--- src/rtl/exu_lsu_mem_arb.sv ---
// Two-requester load/store arbiter onto one data-memory port with in-order response routing.
// Optional: define LSU_ARB_RR_EN for round-robin; otherwise r0 has fixed priority over r1.
//
// state | meaning
// IDLE  | pick a winner each cycle; zero-wait grant if the bus accepts immediately
// HOLD  | bus stalled; keep presenting the latched owner until mem_gnt_i
module exu_lsu_mem_arb #(
    parameter int ADDR_W = 32,
    parameter int DATA_W = 32,
    parameter int MAX_OS = 2
) (
    input  logic                          clk,
    input  logic                          rst,
    input  logic                          r0_req_i,
    input  logic                          r0_we_i,
    input  logic [ADDR_W-1:0]             r0_addr_i,
    input  logic [DATA_W-1:0]             r0_wdata_i,
    input  logic [DATA_W/8-1:0]           r0_wmask_i,
    output logic                          r0_gnt_o,
    output logic                          r0_rvalid_o,
    output logic [DATA_W-1:0]             r0_rdata_o,
    input  logic                          r1_req_i,
    input  logic                          r1_we_i,
    input  logic [ADDR_W-1:0]             r1_addr_i,
    input  logic [DATA_W-1:0]             r1_wdata_i,
    input  logic [DATA_W/8-1:0]           r1_wmask_i,
    output logic                          r1_gnt_o,
    output logic                          r1_rvalid_o,
    output logic [DATA_W-1:0]             r1_rdata_o,
    output logic                          mem_req_o,
    output logic                          mem_we_o,
    output logic [ADDR_W-1:0]             mem_addr_o,
    output logic [DATA_W-1:0]             mem_wdata_o,
    output logic [DATA_W/8-1:0]           mem_wmask_o,
    input  logic                          mem_gnt_i,
    input  logic                          mem_rvalid_i,
    input  logic [DATA_W-1:0]             mem_rdata_i,
    output logic [$clog2(MAX_OS+1)-1:0]   os_cnt_o,
    output logic                          err_o
);
    localparam int CNT_W = $clog2(MAX_OS + 1);
    localparam int PTR_W = (MAX_OS > 1) ? $clog2(MAX_OS) : 1;

    typedef enum logic {IDLE, HOLD} state_t;

    state_t             state_q, state_d;
    logic               hold_id_q, hold_id_d;
    logic [MAX_OS-1:0]  own_q;
    logic [PTR_W-1:0]   wr_ptr_q, rd_ptr_q;
    logic [CNT_W-1:0]   cnt_q;
    logic               err_q;
    logic               full, empty, push, pop, head_id;
    logic               sel_id, win_id, mem_req;

    assign full    = (cnt_q == CNT_W'(MAX_OS));
    assign empty   = (cnt_q == '0);
    assign head_id = own_q[rd_ptr_q];
    assign pop     = mem_rvalid_i & ~empty;

    function automatic logic [PTR_W-1:0] ptr_inc(input logic [PTR_W-1:0] p);
        return (p == PTR_W'(MAX_OS - 1)) ? '0 : p + PTR_W'(1);
    endfunction

`ifdef LSU_ARB_RR_EN
    logic pref_q;

    always_comb begin
        if (r0_req_i && r1_req_i) win_id = pref_q;
        else                      win_id = ~r0_req_i;
    end

    always_ff @(posedge clk) begin
        if (rst)       pref_q <= 1'b0;
        else if (push) pref_q <= ~sel_id;
    end
`else
    assign win_id = ~r0_req_i;
`endif

    always_comb begin
        state_d   = state_q;
        hold_id_d = hold_id_q;
        mem_req   = 1'b0;
        sel_id    = 1'b0;
        push      = 1'b0;
        case (state_q)
            IDLE: begin
                // a pop in this same cycle does not reopen the port
                if (!full && (r0_req_i || r1_req_i)) begin
                    mem_req = 1'b1;
                    sel_id  = win_id;
                    if (mem_gnt_i) begin
                        push = 1'b1;
                    end else begin
                        state_d   = HOLD;
                        hold_id_d = win_id;
                    end
                end
            end
            HOLD: begin
                mem_req = 1'b1;
                sel_id  = hold_id_q;
                if (mem_gnt_i) begin
                    push    = 1'b1;
                    state_d = IDLE;
                end
            end
            default: state_d = IDLE;
        endcase
    end

    always_ff @(posedge clk) begin
        if (rst) begin
            state_q   <= IDLE;
            hold_id_q <= 1'b0;
        end else begin
            state_q   <= state_d;
            hold_id_q <= hold_id_d;
        end
    end

    always_ff @(posedge clk) begin
        if (rst) begin
            own_q    <= '0;
            wr_ptr_q <= '0;
            rd_ptr_q <= '0;
            cnt_q    <= '0;
            err_q    <= 1'b0;
        end else begin
            if (push) begin
                own_q[wr_ptr_q] <= sel_id;
                wr_ptr_q        <= ptr_inc(wr_ptr_q);
            end
            if (pop) rd_ptr_q <= ptr_inc(rd_ptr_q);
            case ({push, pop})
                2'b10:   cnt_q <= cnt_q + CNT_W'(1);
                2'b01:   cnt_q <= cnt_q - CNT_W'(1);
                default: cnt_q <= cnt_q;
            endcase
            if (mem_rvalid_i && empty) err_q <= 1'b1;
        end
    end

    assign mem_req_o   = mem_req;
    assign mem_we_o    = mem_req & (sel_id ? r1_we_i : r0_we_i);
    assign mem_addr_o  = mem_req ? (sel_id ? r1_addr_i  : r0_addr_i)  : '0;
    assign mem_wdata_o = mem_req ? (sel_id ? r1_wdata_i : r0_wdata_i) : '0;
    assign mem_wmask_o = mem_req ? (sel_id ? r1_wmask_i : r0_wmask_i) : '0;

    assign r0_gnt_o    = push & ~sel_id;
    assign r1_gnt_o    = push &  sel_id;
    assign r0_rvalid_o = pop & ~head_id;
    assign r1_rvalid_o = pop &  head_id;
    assign r0_rdata_o  = r0_rvalid_o ? mem_rdata_i : '0;
    assign r1_rdata_o  = r1_rvalid_o ? mem_rdata_i : '0;

    assign os_cnt_o = cnt_q;
    assign err_o    = err_q;
endmodule
--- config.mk ---
export PLATFORM = sky130hd
export DESIGN_NAME = exu_lsu_mem_arb
export DESIGN_NICKNAME = d
export VERILOG_FILES = /design/src/rtl/exu_lsu_mem_arb.sv
export SDC_FILE = /design/constraint.sdc
export NUM_CORES = 1
export LEC_CHECK = 0
export BUFFER_PORTS_ARGS = -buffer_cell sky130_fd_sc_hd__buf_4
export CORE_AREA = 2 2 121 123
export CTS_BUF_LIST = sky130_fd_sc_hd__clkbuf_16
export DETAILED_ROUTE_END_ITERATION = 6
export DIE_AREA = 0 0 123 125
export GPL_TIMING_DRIVEN = 0
export PLACE_DENSITY = 0.55
export RECOVER_POWER = 25
export SETUP_SLACK_MARGIN = 0.05
export SLEW_MARGIN = 20
export SYNTH_ARGS = -nofsm -noshare
export SYNTH_HDL_FRONTEND = slang
export SYNTH_SLANG_ARGS = --single-unit
--- constraint.sdc ---
create_clock -name clk -period 1.69 [get_ports clk]
set_input_delay 0.0845 -clock clk [delete_from_list [all_inputs] [get_ports clk]]
set_output_delay 0.0845 -clock clk [all_outputs]
set_load 0.02 [all_outputs]
==> flow_metrics.env <==
export IMPL_clock_sinks=9
export IMPL_layout_drive_gt1_share_pct=76.7
export IMPL_ff2ff_setup_slack_ns=-0.03
export IMPL_synth_cells=350
export IMPL_cts_tree="built"
export IMPL_violations="setup timing"
export IMPL_drcViolationCount=0
export IMPL_worstMarginPinSlew_ns=0.500
export IMPL_crit_top_cell="clkbuf_16"
export IMPL_crit_chain="mux2i_4 -> clkbuf_16 -> clkbuf_16 -> nand2_4 -> a21oi_2 -> buf_4"
export IMPL_grt_pass1_wl_mm=17.7
export IMPL_area_delta_synth_final_pct=236
export IMPL_seqCellArea_sq_um=193
export IMPL_relSlewSlack_pct=66.6
export IMPL_hpwlAfterDp_mm=9.39
export IMPL_cp_top_family="buffers and inverters"
export IMPL_skew_ns=0.00308
export IMPL_total_power_uw=5310
export IMPL_drt_total_wl_mm=13.0
export IMPL_viasPerCell=4.19
export IMPL_cp_slowest_stage_delay_ns=0.35
export IMPL_hp_class="input pin to flop"
export IMPL_gp_congestion=0.793
export IMPL_syn_cell_area_sq_um=1810
export IMPL_min_path_cells=2
export IMPL_routedWlPerCell_um=14.8
export IMPL_holdWs_ns=0.0462
export IMPL_crit_slowest_cell="dfxtp_4"
export IMPL_grt_overflow=0
export IMPL_finalHoldViolCount=0
export IMPL_port_buffers=315
export IMPL_synth_warnings=0
export IMPL_cap_violations=0
export IMPL_grt_max_degree=11
export IMPL_avgSynthCellArea_sq_um=5.17
export IMPL_start_kind="flop"
export IMPL_hold_buffers=0
export IMPL_cts_buffer_depth=2
export IMPL_rsz0062_at_grt="true"
export IMPL_die_width_um=123
export IMPL_path_clk_slew_ns=0.04
export IMPL_fin_nets=870
export IMPL_grtUsageTotal_pct=14.4
export IMPL_ys_types=26
export IMPL_hp_start="r0_req_i"
export IMPL_fin_cells=876
export IMPL_root_buffer="clkbuf_16"
export IMPL_core_area_sq_um=14200
export IMPL_cellLeakagePower_uw=0.00306
export IMPL_fin_crit_ns=1.76
export IMPL_crit_type="flop to output pin"
export IMPL_cp_num_buf_inv=3
export IMPL_clk_latency_ns=0.23
export IMPL_endpoint_kind="output pin"
export IMPL_cts_made_buffers=3
export IMPL_nFillCells=1448
export IMPL_antenna_found_initial=0
export IMPL_ant_nets=0
export IMPL_initial_core_util_pct=12.7
export IMPL_status="complete, but fails checks"
export IMPL_drtIter0Drc=101
export IMPL_io_pins=317
export IMPL_vdd_drop_max_mv=0.316
export IMPL_cp_max_fo=6
export IMPL_vias=3670
export IMPL_cellPowerDensity_nw_per_um2=874
export IMPL_period_share_pct=104
export IMPL_drv_slew=0
export IMPL_setup_ws_ns=-0.0692
export IMPL_rr_worst_depth=8
export IMPL_multiInputGateArea_sq_um=2250
export IMPL_num_rows=44
export IMPL_cp_required_ns=1.61
export IMPL_htree_levels=1
export IMPL_rr_endpoint="os_cnt_o[1]$_SDFFE_PP0P_"
export IMPL_setup_viol=61
export IMPL_ys_seq_area_share_pct=9.95
export IMPL_grt_pass1_vias=3364
export IMPL_ys_seq_elements=9
export IMPL_place_ws_ns=-0.369
export IMPL_die_h_um=125
export IMPL_post_place_cells=849
export IMPL_holdPathEnd="hold_id_q$_SDFFE_PP0P_"
export IMPL_cp_arrival_ns=1.67
export IMPL_final_util_pct=42.8
export IMPL_rr_startpoint="state_q$_SDFF_PP0_"
export IMPL_syn_nets=527
export IMPL_timing_fmax_mhz=568
export IMPL_die_area_sq_um=15400
export IMPL_drt_pass1_iter_count=4
export IMPL_n_antenna_cell=0
power by group:
part	total (uW)	switching, uW	internal [uW]
Sequential	352	71.5	280
Combinational	4550	2250	2300
Clock	410	101	309
Total	5310	2420	2890
timing repair:
item / in CTS / in global routing
buffers inserted: 7 / 3
gates cloned: 5 / 8
gates resized for setup: 203 / 159
endpoints found under the setup margin: 134 / 132
pin swaps: 70 / 67
flip-flops by register name, indices dropped and copies added, names as in the netlist:
| name | cells |
|---|---|
| wr_ptr_q | 1 |
| state_q | 1 |
| err_o | 1 |
| own_q | 2 |
| rd_ptr_q | 1 |
| os_cnt_o | 2 |
| hold_id_q | 1 |
kinds of logic (layout without fill, tap and decap cells):
kind of cell | after synthesis | count (layout) | synth area share, %
and+or+nand+nor | 222 | 222 | 56.0
muxes | 4 | 4 | 2.56
DFF | 9 | 9 | 9.95
AOI/OAI and AO/OA | 79 | 79 | 22.7
buffers and inverters | 32 | 374 | 6.70
xor gates and xnor gates | 3 | 3 | 1.45
adders and majority gates | 1 | 1 | 0.691
layer usage:
metal  track usage, %  wire [um]  share of wire, %
met5                0          0                 0
met4             1.54        146               1.1
met3             3.28       1070               8.2
met2             27.7       7140                55
met1             16.4       4640                36
stage by stage:
step	TNS [ns]	cell area, sq um
after global routing	-7.20	6080
after floorplan	0	1860
after global placement	-26.43	4450
after CTS	-0.286	5380
final	-1.77	6080
after detailed placement	-22.85	4450
worst max path at each step:
stage                              from                       end  slack, ns  cells past startpoint
3_3_place_gp         state_q$_SDFF_PP0_           mem_wdata_o[20]      -0.43                      5
2_1_floorplan  os_cnt_o[1]$_SDFFE_PP0P_  os_cnt_o[1]$_SDFFE_PP0P_       0.01                      9
5_1_grt              state_q$_SDFF_PP0_            mem_addr_o[24]      -0.13                      6
6_report             state_q$_SDFF_PP0_            mem_addr_o[29]      -0.07                      6
4_1_cts        os_cnt_o[0]$_SDFFE_PP0P_            r1_rdata_o[26]      -0.04                      5
3_5_place_dp         state_q$_SDFF_PP0_            mem_addr_o[15]      -0.37                      5
final cells by class:
class                      instances  area share, %
timing repair buffer             338           47.4
clock inverter                     1         0.0618
tap                              184           3.79
inverter                           3          0.309
multi-input combinational        309           37.0
clock buffer                       3           1.24
sequential                         9           3.17
buffer                            29           7.04
synthesized netlist by cell type (all sizes together):
| master | n | share of area (%) |
|---|---|---|
| a211oi | 1 | 0.41 |
| a21boi | 1 | 0.41 |
| a21oi | 72 | 20 |
| and2 | 64 | 22 |
| buf | 3 | 0.69 |
| clkbuf | 26 | 5.4 |
| dfxtp | 9 | 10 |
| ha | 1 | 0.69 |
| inv | 3 | 0.62 |
| mux2 | 2 | 1.2 |
| mux2i | 2 | 1.3 |
| nand2 | 140 | 29 |
| nor2 | 10 | 2.1 |
| nor2b | 3 | 1.0 |
| nor3 | 1 | 0.28 |
| nor3b | 1 | 0.41 |
| nor4 | 1 | 0.35 |
| o21ai | 3 | 0.83 |
| o21ba | 2 | 1.1 |
| or3 | 2 | 0.69 |
| xnor2 | 1 | 0.48 |
| xor2 | 2 | 0.97 |
cell usage in the layout (no fill, tap or decap), drive strengths merged, types with 3 or more instances in the layout:
cell    instances
nor2b           3
o21ai           3
a21oi          72
buf           348
clkbuf         22
nand2         140
nor2           10
dfxtp           9
and2           64
inv             4
Note: power is estimated with default switching activity, not from simulation.
